===== src/rtl/omsp_spm_ctrl_pkg.sv =====
// omsp_spm_ctrl_pkg: shared state, op and SM ID encodings for the SPM sequencer
package omsp_spm_ctrl_pkg;
  typedef enum logic [1:0] {ST_IDLE, ST_CHECK, ST_UPDATE, ST_RESP} state_t;
  typedef enum logic {OP_PROTECT, OP_UNPROTECT} op_t;
  localparam int SM_ID_NONE  = 0;
  localparam int SM_ID_FIRST = 1;
endpackage


===== src/rtl/omsp_spm_slot_sel.sv =====
// omsp_spm_slot_sel: lowest-set-bit priority encoder with found flag
module omsp_spm_slot_sel #(
  parameter int N     = 4,
  parameter int IDX_W = N > 1 ? $clog2(N) : 1
) (
  input  logic [N-1:0]     req,
  output logic [IDX_W-1:0] idx,
  output logic             found
);
  always_comb begin
    idx   = '0;
    found = 1'b0;
    for (int i = N - 1; i >= 0; i--) begin
      if (req[i]) begin
        idx   = IDX_W'(i);
        found = 1'b1;
      end
    end
  end
endmodule


===== src/rtl/omsp_spm_ctrl.sv =====
// omsp_spm_ctrl: protect/unprotect sequencer driving per-slot SPM strobes and allocating SM IDs
module omsp_spm_ctrl
  import omsp_spm_ctrl_pkg::*;
#(
  parameter int NUM_SPMS = 4,
  parameter int ID_W     = 16
) (
  input  logic                mclk,
  input  logic                puc_rst,
  input  logic                protect_req,
  input  logic                unprotect_req,
  input  logic [15:0]         r12,
  input  logic [15:0]         r13,
  input  logic [15:0]         r14,
  input  logic [15:0]         r15,
  input  logic [NUM_SPMS-1:0] spm_enabled,
  input  logic [NUM_SPMS-1:0] spm_executing,
  input  logic [NUM_SPMS-1:0] spm_violation,
  output logic                check_new_spm,
  output logic [NUM_SPMS-1:0] update_spm,
  output logic                enable_spm,
  output logic                disable_spm,
  output logic [ID_W-1:0]     next_id,
  output logic                busy,
  output logic                done,
  output logic [ID_W-1:0]     ret_id
);
  localparam int IDX_W = NUM_SPMS > 1 ? $clog2(NUM_SPMS) : 1;
  localparam logic [ID_W-1:0] ID_NONE  = ID_W'(SM_ID_NONE);
  localparam logic [ID_W-1:0] ID_FIRST = ID_W'(SM_ID_FIRST);
  state_t state_q, state_d;
  op_t op_q, op_d;
  logic [15:0] r12_q, r12_d, r13_q, r13_d, r14_q, r14_d, r15_q, r15_d;
  logic [IDX_W-1:0] slot_q, slot_d, free_idx, exe_idx;
  logic found_q, found_d, free_found, exe_found, cfg_ok, fail;
  logic [ID_W-1:0] next_id_q, next_id_d, ret_id_q, ret_id_d;
  omsp_spm_slot_sel #(.N(NUM_SPMS), .IDX_W(IDX_W)) u_free_sel (
    .req(~spm_enabled), .idx(free_idx), .found(free_found)
  );
  omsp_spm_slot_sel #(.N(NUM_SPMS), .IDX_W(IDX_W)) u_exe_sel (
    .req(spm_executing & spm_enabled), .idx(exe_idx), .found(exe_found)
  );
  always_comb begin
    state_d   = state_q;
    op_d      = op_q;
    r12_d     = r12_q;
    r13_d     = r13_q;
    r14_d     = r14_q;
    r15_d     = r15_q;
    slot_d    = slot_q;
    found_d   = found_q;
    next_id_d = next_id_q;
    ret_id_d  = ret_id_q;
    cfg_ok    = (r12_q < r13_q) && (r14_q <= r15_q);
    fail      = |spm_violation || !cfg_ok || !found_q;
    case (state_q)
      ST_IDLE: begin
        if (protect_req) begin
          op_d    = OP_PROTECT;
          r12_d   = r12;
          r13_d   = r13;
          r14_d   = r14;
          r15_d   = r15;
          slot_d  = free_idx;
          found_d = free_found;
          state_d = ST_CHECK;
        end else if (unprotect_req) begin
          op_d     = OP_UNPROTECT;
          slot_d   = exe_idx;
          found_d  = exe_found;
          state_d  = exe_found ? ST_UPDATE : ST_RESP;
          ret_id_d = exe_found ? ret_id_q : ID_NONE;
        end
      end
      ST_CHECK: begin
        state_d  = fail ? ST_RESP : ST_UPDATE;
        ret_id_d = fail ? ID_NONE : ret_id_q;
      end
      ST_UPDATE: begin
        state_d   = ST_RESP;
        ret_id_d  = (op_q == OP_PROTECT) ? next_id_q : ID_FIRST;
        next_id_d = (op_q != OP_PROTECT) ? next_id_q :
                    (next_id_q == '1) ? ID_FIRST : next_id_q + ID_W'(1);
      end
      ST_RESP: state_d = ST_IDLE;
    endcase
  end
  always_ff @(posedge mclk) begin
    if (puc_rst) begin
      state_q   <= ST_IDLE;
      op_q      <= OP_PROTECT;
      r12_q     <= '0;
      r13_q     <= '0;
      r14_q     <= '0;
      r15_q     <= '0;
      slot_q    <= '0;
      found_q   <= 1'b0;
      next_id_q <= ID_FIRST;
      ret_id_q  <= ID_NONE;
    end else begin
      state_q   <= state_d;
      op_q      <= op_d;
      r12_q     <= r12_d;
      r13_q     <= r13_d;
      r14_q     <= r14_d;
      r15_q     <= r15_d;
      slot_q    <= slot_d;
      found_q   <= found_d;
      next_id_q <= next_id_d;
      ret_id_q  <= ret_id_d;
    end
  end
  assign busy          = state_q != ST_IDLE;
  assign done          = state_q == ST_RESP;
  assign check_new_spm = state_q == ST_CHECK;
  assign update_spm    = (state_q == ST_UPDATE) ? NUM_SPMS'(1) << slot_q : '0;
  assign enable_spm    = (state_q == ST_UPDATE) && (op_q == OP_PROTECT);
  assign disable_spm   = (state_q == ST_UPDATE) && (op_q == OP_UNPROTECT);
  assign next_id       = next_id_q;
  assign ret_id        = ret_id_q;
endmodule


===== config.mk =====
export PLATFORM = sky130hd
export DESIGN_NAME = omsp_spm_ctrl
export DESIGN_NICKNAME = d
export VERILOG_FILES = /design/src/rtl/omsp_spm_ctrl_pkg.sv /design/src/rtl/omsp_spm_slot_sel.sv /design/src/rtl/omsp_spm_ctrl.sv
export SDC_FILE = /design/constraint.sdc
export NUM_CORES = 1
export LEC_CHECK = 0
export ABC_AREA = 1
export CORE_AREA = 10 10 115 117
export CTS_CLUSTER_SIZE = 14
export DETAILED_ROUTE_END_ITERATION = 16
export DIE_AREA = 0 0 125 127
export PLACE_DENSITY = 0.73
export SYNTH_ARGS = -nofsm -noshare
export SYNTH_HDL_FRONTEND = slang
export SYNTH_SLANG_ARGS = --single-unit
export TNS_END_PERCENT = 50

===== constraint.sdc =====
create_clock -name mclk -period 2.2 [get_ports mclk]
set_clock_uncertainty 0.15 [all_clocks]
set_input_delay 0.33 -clock mclk [delete_from_list [all_inputs] [get_ports mclk]]
set_output_delay 0.33 -clock mclk [all_outputs]
set_load 0.01 [all_outputs]

## Yosys cells after proc, flatten, opt, wreduce, memory -nomap -nowiden

Index checks and enable logic that the tools add are counted.

| storage, ports and cells | value |
|---|---|
| register bits | 102 |
| input port bits | 80 |
| output and inout bits | 41 |
| word-level logic and storage cells | 77 |

| operators by class | value |
|---|---|
| add/subtract/negate cells | 1 |
| magnitude comparators | 2 |
| equal/unequal tests | 9 |
| shift-type cells | 1 |
| muxes and demuxes | 35 |
| bitwise operators | 3 |
| reduce and logical (&&, ||, !) cells | 16 |

Operator list:

| operator | number |
|---|---|
| $mux W16 | 6 |
| $pmux W16 S3 | 1 |
| $mux W2 | 12 |
| $add A16 B1 Y16 const B | 1 |
| $eq A16 B16 Y1 const B | 1 |
| $le A16 B16 Y1 | 1 |
| $lt A16 B16 Y1 | 1 |
| $mux W1 | 14 |
| $pmux W2 S4 | 1 |
| $ne A2 B2 Y1 const B | 3 |
| $reduce_and A2 Y1 | 3 |
| $reduce_and A5 Y1 | 1 |
| $and A4 B4 Y4 | 1 |
| $eq A2 B2 Y1 const B | 2 |
| $mux W4 | 1 |
| $not A4 Y4 | 1 |
| $reduce_bool A2 Y1 | 2 |
| $reduce_or A4 Y1 | 1 |
| $shl A1 B2 Y4 const A | 1 |
| $logic_and A1 B1 Y1 | 3 |
| $ne A3 B3 Y1 const B | 1 |
| $reduce_bool A3 Y1 | 1 |
| $eq A2 B1 Y1 const B | 1 |
| $logic_not A1 Y1 | 2 |
| 4 further kinds | 5 |

## Longest topological paths before layout

Gate-level depths: netlist of run 1.

| logic depth | value |
|---|---|
| depth in word-level cells | 9 |
| depth in mapped cells | 18 |
| gate-level depth less buffers | 17 |

## Modules after synthesis

Synthesis of run 1 repeated with hierarchy kept, for this count alone.

| second synthesis, totals | value |
|---|---|
| cell total of the unflattened synthesis | 659 |
| area, all modules | 4,864.7 um2 |

Modules (own cells, without submodules):

| module | instances | cells an instance | area an instance (um2) | sequential area each (um2) |
|---|---|---|---|---|
| omsp_spm_ctrl | 1 | 643 | 4,792.1 | 2,042.0 |
| omsp_spm_slot_sel | 2 | 8 | 36.3 | 0.0 |

## Least setup slack after synthesis of run 1

Ideal clock, no wire load.

| timing | value |
|---|---|
| path kind | reg-to-reg |
| start point | reg r13_q[15] |
| end point | reg ret_id_q[11], in the netlist ret_id[11] |
| setup time | 114 ps |
| data arrival time | 1,591 ps |
| data required time | 1,936 ps |
| setup slack | 345 ps |
| cell stages (with the launch flop) | 14 |
| path buffers | 1 |
| cells stage by stage | dfxtp_1 > inv_1 > ha_1 > nand2_1 > nand3b_1 > nor3_1 > nand2_1 > a21oi_1 > nand3_1 > nand2_2 > buf_6 > nand2_1 > nand2_1 > nor2_1 |

| on the way | value |
|---|---|
| word-level cells in the longest chain between the ends | 7 |

RTL lines:

| item | line | RTL |
|---|---|---|
| start, declared | omsp_spm_ctrl.sv:33 | `logic [15:0] r12_q, r12_d, r13_q, r13_d, r14_q, r14_d, r15_q, r15_d;` |
| start signal, assigned | omsp_spm_ctrl.sv:104 | `r13_q <= r13_d;` |
| $lt A16 B16 Y1 | omsp_spm_ctrl.sv:54 | `cfg_ok = (r12_q < r13_q) && (r14_q <= r15_q);` |
| $logic_and A1 B1 Y1 | omsp_spm_ctrl.sv:54 |  |
| $logic_not A1 Y1 | omsp_spm_ctrl.sv:55 | `fail = \|spm_violation \|\| !cfg_ok \|\| !found_q;` |
| $logic_or A1 B1 Y1 (2 in series) | omsp_spm_ctrl.sv:55 |  |
| $ne A2 B1 Y1 (no line) | - |  |
| $reduce_and A5 Y1 (no line) | - |  |
| end signal, assigned | omsp_spm_ctrl.sv:110 | `ret_id_q <= ret_id_d;` |
| end, declared | omsp_spm_ctrl.sv:36 | `logic [ID_W-1:0] next_id_q, next_id_d, ret_id_q, ret_id_d;` |

No other way between the ends.
A chain may end at the register's enable or synchronous reset.

## Worst setup path after layout of run 1

| timing | value |
|---|---|
| start point | reg state_q[1] |
| end point | out disable_spm |

| on the way | value |
|---|---|
| word-level cells in the longest chain between the ends | 2 |

RTL lines:

| item | line | RTL |
|---|---|---|
| start, declared | omsp_spm_ctrl.sv:31 | `state_t state_q, state_d;` |
| start signal, assigned | omsp_spm_ctrl.sv:101 | `state_q <= state_d;` |
| $eq A2 B2 Y1 | omsp_spm_ctrl.sv:118 | `assign disable_spm = (state_q == ST_UPDATE) && (op_q == OP_UNPROTECT);` |
| $logic_and A1 B1 Y1 | omsp_spm_ctrl.sv:118 |  |
| end, declared | omsp_spm_ctrl.sv:22 | `output logic disable_spm,` |

No other way between the ends.

==> qor.yml, run 1 <==
critical_path:
  crit_start: "state_q[1]$_SDFFE_PP0P_"
  crit_type: "register to output port"
  cp.required_ps: 1720
  worst-path-max-fanout: 4
  r2r_start: "r13_q[13]$_SDFFE_PP0P_"
  arrival_ps: 1620
  endpoint_kind: "output port"
  critPathLaunchType: "register"
timing:
  rsz0062_at_grt: "yes"
  finalSetupTns_ps: 0
  slew_viol_final: 0
  period_needed_ps: 2100
  fin_crit_sh: 0.957
  slew_headroom: 0.792
  final_hold_viol_count: 0
  fmax_mhz: 475
  fin_hold_ws_ps: 310
  setup_viol: 0
  worst_pin_slew_ps: 311
finish:
  area_growth_pct: 37.5
  final_cells: 932
  layout.nets: 902
  antennaDiodeCount: 0
  drive_above_1_share: 0.0963
  mostFrequentLayoutCell: "nor2_1"
  final_cell_mix: "123 x nor2_1, 114 x clkdlybuf4s50_1, 102 x dfxtp_1"
routing:
  drtAntennaViolNets: 0
  initialDrtViolationCount: 321
  num_vias: 4623
  avgViaCountPerCell: 4.96
  wl_per_cell_um: 14.5
  routed_wl_mm: 13.6
  drtPass1Iterations: 4
  drc: 0
floorplan:
  rows: 39
  core-area_mm2: 0.0111
  initial_core_util: 0.433
  die_w_um: 125
  die-area_mm2: 0.0159
  die_y_um: 127
  io_pins: 121
flow_run:
  maxCapViolations: 0
global_route:
  grt_antenna_before_repair: 0
  grt_max_degree: 39
  grt_pass1_vias: 4793
  track_usage: 0.167
  grt_pass1_wl_mm: 22.5
  grt_overflow: 0
yosys:
  synth_cell_types: 33
  syn_area_mm2: 0.00482
  ys_seq_area_frac: 0.424
  synth_warnings: 0
  avgSynthCellArea_um2: 7.39
  synth-seq-cells: 102
  syn_inst: 652
  synth_nets: 768
clocking:
  clock_latency_ps: 340
  clk_pin_slew_ps: 60
  cts_hold_buf: 0
  numCtsBuffers: 9
  htreeDepth: 3
  cts_tree: "done"
  cts-root-buf: "clkbuf_16"
  cts_sinks: 102
  cts_max_path_buffers: 2
placement:
  gp_congestion: 0.904
  io_buffer_count: 120
  hpwlAfterDp_mm: 10.5
  dp.cells: 917
pwr:
  leakage_uw: 0.00279
  ir_worst_vdd_v: 0.000448
  power_uw: 5340
  powerDensity_mw_per_mm2: 805
min_path:
  hold_start: "r12_q[0]$_SDFFE_PP0P_"
  hp-class: "register to register"
outcome:
  status: "finished, final reports clean"
## cell families after synthesis
family                     Yosys count  synth area share
adders and majority gates           36            0.0934
and+or+nand+nor                    239             0.207
AOI/OAI and AO/OA                  164             0.180
buffers and inverters              106            0.0872
xor gates and xnor gates             5           0.00909
DFF                                102             0.424
## critical path: stages (launching register included)
cell,delay (ps)
dfxtp_1,390
ha_1,210
nand2_1,70
inv_1,80
clkdlybuf4s50_1,550
## power breakdown
group / total (uW) / switching (uW) / internal, uW
sequential: 2240 / 129 / 2110
clock: 1440 / 662 / 781
combinational: 1660 / 898 / 759
## stage by stage
step / setup slack (ps) / area, um2 / util
after detailed placement: -74.8 / 6300 / 0.566
final: 95.4 / 6630 / 0.596
after global routing: -24.0 / 6630 / 0.596
after floorplan: 345 / 4820 / -
after CTS: 66.4 / 6560 / 0.589
after global placement: 11.1 / 6300 / 0.566
## layout make-up
type | instances | area [um2]
clock buffer | 10 | 239
clock inverter | 4 | 25.0
fill | 1029 | 4500
inverter | 78 | 293
multi-input combinational | 444 | 2410
sequential | 102 | 2040
tap | 143 | 179
timing repair buffer | 151 | 1440
## registers in the layout (all words and copies together), names as in the netlist
register	flops
r14_q	16
next_id	16
state_q	2
r13_q	16
r12_q	16
r15_q	16
op_q	1
slot_q	2
ret_id	16
found_q	1
## synthesized netlist by cell type, drive strengths merged
cell type  count  area (um2)
nor2         128         500
dfxtp        102        2040
o21ai         88         452
nand2         82         323
inv           77         289
a21oi         62         310
ha            36         450
clkbuf        19        71.3
nor3          11        55.1
nand3         10        60.1
buf            9        56.3
nand4          6        37.5
o21a           4        30.0
a211oi         3        22.5
a22oi          3        22.5
xor2           3        26.3
a221oi         2        17.5
xnor2          2        17.5
a31oi          1        6.26
clkinv         1        3.75
nand3b         1        7.51
nor4           1        12.5
o211ai         1        7.51
## routing by layer
| layer | vias to the layer above | share of wire | global-route usage | routed length, um |
|---|---|---|---|---|
| met5 | - | 0 | 0 | 0 |
| met4 | 0 | 0.015 | 0.0522 | 210 |
| met3 | 17 | 0.048 | 0.0405 | 649 |
| met2 | 100 | 0.49 | 0.295 | 6600 |
| met1 | 2125 | 0.45 | 0.195 | 6090 |
| li1 | 2381 | - | - | - |
## path summary, 6_finish.rpt
check	end	slack [ps]	cells after the start
worst min register to register	r12_q[0]$_SDFFE_PP0P_	310	2
worst max-delay path	disable_spm	100	4
worst max register to register	ret_id[11]$_SDFFE_PP0P_	160	13
worst min-delay path	r12_q[0]$_SDFFE_PP0P_	310	2
## repair_timing
action | in CTS | in global routing
setup buffers | 0 | 1
endpoints found under the setup margin | 6 | 17
pin swaps | 0 | 4
endpoints found under the hold margin | 0 | 0
gates resized for setup | 6 | 14
(Power assumes the default switching activity.)
==> run 2: changes to the inputs <==
--- a/config.mk
+++ b/config.mk
@@ -6,11 +6,14 @@
 export NUM_CORES = 1
 export LEC_CHECK = 0
 export ABC_AREA = 1
-export CORE_AREA = 10 10 115 117
+export CELL_PAD_IN_SITES_DETAIL_PLACEMENT = 1
+export CELL_PAD_IN_SITES_GLOBAL_PLACEMENT = 1
+export CORE_AREA = 10 10 127 129
+export CTS_BUF_LIST = sky130_fd_sc_hd__clkbuf_2 sky130_fd_sc_hd__clkbuf_4 sky130_fd_sc_hd__clkbuf_8
 export CTS_CLUSTER_SIZE = 14
 export DETAILED_ROUTE_END_ITERATION = 16
-export DIE_AREA = 0 0 125 127
-export PLACE_DENSITY = 0.73
+export DIE_AREA = 0 0 137 139
+export PLACE_DENSITY = 0.81
 export SYNTH_ARGS = -nofsm -noshare
 export SYNTH_HDL_FRONTEND = slang
 export SYNTH_SLANG_ARGS = --single-unit
==> qor.yml, run 2 (same netlist as run 1, synthesis figures left out) <==
floorplan:
  die-area_mm2: 0.0190
  initial_core_util: 0.353
  io_pins: 121
  core-area_mm2: 0.0137
  die_y_um: 139
  die_w_um: 137
  rows: 43
routing:
  initialDrtViolationCount: 211
  top_layer_used: "met4"
  wl_met2_mm: 8.05
  wl_per_cell_um: 16.5
  drtPass1Iterations: 4
  routed_wl_mm: 15.8
  avgViaCountPerCell: 4.92
  num_vias: 4725
  met3RoutedLength_um: 852
  drtAntennaViolNets: 0
  wl_met1_mm: 6.66
  drc: 0
critical_path:
  endpoint_kind: "output port"
  cp_cell_sequence: "inv_1, ha_1, inv_2, buf_4, nor3_1, dlygate4sd2_1"
  worst-path-max-fanout: 10
  crit_path_max_incr_delay_ps: 320
  crit_type: "register to output port"
  critPathLaunchType: "register"
  arrival_ps: 1630
  cp_slowest_cell: "dfxtp_1"
  cp.required_ps: 1720
timing:
  final_hold_viol_count: 0
  finalSetupTns_ps: 0
  fmax_mhz: 474
  slew_viol_final: 0
  period_needed_ps: 2110
  worst_pin_slew_ps: 364
  fin_crit_sh: 0.959
  slew_headroom: 0.757
  rsz0062_at_grt: "yes"
  setup_viol: 0
finish:
  seq_area_mm2: 0.00205
  fillers: 1704
  drive_above_1_share: 0.114
  fin_util: 0.488
  final_cell_mix: "119 x nor2_1, 112 x clkdlybuf4s50_1, 96 x dfxtp_1"
  mostFrequentLayoutCell: "nor2_1"
  final_cells: 960
  multi_input_comb_area_mm2: 0.00249
  area_growth_pct: 38.4
  layout.nets: 890
global_route:
  grt_antenna_before_repair: 1
  grt_pass1_vias: 5047
  grt_pass1_wl_mm: 25.0
  grt_max_degree: 98
  track_usage: 0.161
  grt_overflow: 0
placement:
  dp.cells: 941
  io_buffer_count: 120
  hpwlAfterDp_mm: 11.7
  gp_congestion: 0.846
clocking:
  cts_max_path_buffers: 2
  cts_hold_buf: 0
  clock_latency_ps: 380
  cts_tree: "done"
  clk_pin_slew_ps: 100
  htreeDepth: 3
  cts-root-buf: "clkbuf_8"
  numCtsBuffers: 9
  cts_sinks: 102
pwr:
  powerDensity_mw_per_mm2: 795
  ir_worst_vdd_v: 0.000287
  leakage_uw: 0.00278
min_path:
  hp-class: "register to register"
flow_run:
  maxCapViolations: 0
outcome:
  status: "finished, final reports clean"
[run 2: cell count changes in the layout (fill, tap and decap cells not counted), sizes merged, moves of 3 or more]
cell,before,now
buf,31,18
dlymetal6s2s,0,3
dlygate4sd2,6,2
clkbuf,10,14
[run 2: final cells by class]
cell class,instances,share of cell area
clock buffer,12,0.0229
tap,180,0.0338
antenna,1,0.000375
clock inverter,4,0.00825
sequential,102,0.307
timing repair buffer,139,0.210
multi-input combinational,444,0.373
inverter,78,0.0439
[run 2: power by group]
| part | internal (uW) | switching [uW] |
|---|---|---|
| combinational | 803 | 982 |
| sequential | 2110 | 149 |
| clock | 590 | 670 |
| total | 3500 | 1800 |
[run 2: layer usage]
metal / GRT usage / vias to the layer above
li1: - / 2360
met5: 0 / -
met2: 0.282 / 91
met1: 0.182 / 2254
met3: 0.0525 / 20
met4: 0.0422 / 0
[run 2: repair_timing]
item	CTS	global route
gates cloned	0	1
endpoints found under the setup margin	7	24
setup buffers	0	1
pin swaps	0	10
gates resized for setup	6	42
[run 2: worst paths after layout]
check / startpoint / end / slack [ps] / depth (start not counted)
setup / recovery: state_q[0]$_SDFFE_PP0P_ / update_spm[2] / 90 / 6
hold / removal: r15_q[8]$_SDFFE_PP0P_ / r15_q[8]$_SDFFE_PP0P_ / 320 / 2
setup reg to reg: r15_q[12]$_SDFFE_PP0P_ / ret_id[9]$_SDFFE_PP0P_ / 90 / 14
hold reg to reg: r15_q[8]$_SDFFE_PP0P_ / r15_q[8]$_SDFFE_PP0P_ / 320 / 2
[run 2: worst max-delay path, delay by kind of cell, from the launching register on]
family	cells	cell delay [ps]
adders and majority gates	1	200
buffers and inverters	4	600
DFF	1	320
and+or+nand+nor	1	120
[run 2: stage by stage]
stage / worst slack [ps] / cell area [um2] / power, uW / hold WS (ps)
floorplan: 345 / 4820 / 3230 / 279
global placement: 15.3 / 6280 / 3850 / 292
detailed placement: -85.6 / 6280 / 3960 / 302
CTS: -225 / 6490 / 5240 / 321
global route: -43.4 / 6670 / 5670 / 339
finish: 90.2 / 6670 / 5300 / 317
==> run 3: changes to the inputs <==
--- a/config.mk
+++ b/config.mk
@@ -6,6 +6,7 @@
 export NUM_CORES = 1
 export LEC_CHECK = 0
 export ABC_AREA = 1
+export CAP_MARGIN = 20
 export CELL_PAD_IN_SITES_DETAIL_PLACEMENT = 1
 export CELL_PAD_IN_SITES_GLOBAL_PLACEMENT = 1
 export CORE_AREA = 10 10 127 129
==> results of run 3 <==
Final layout, timing and power as in run 2 (identical DEF).
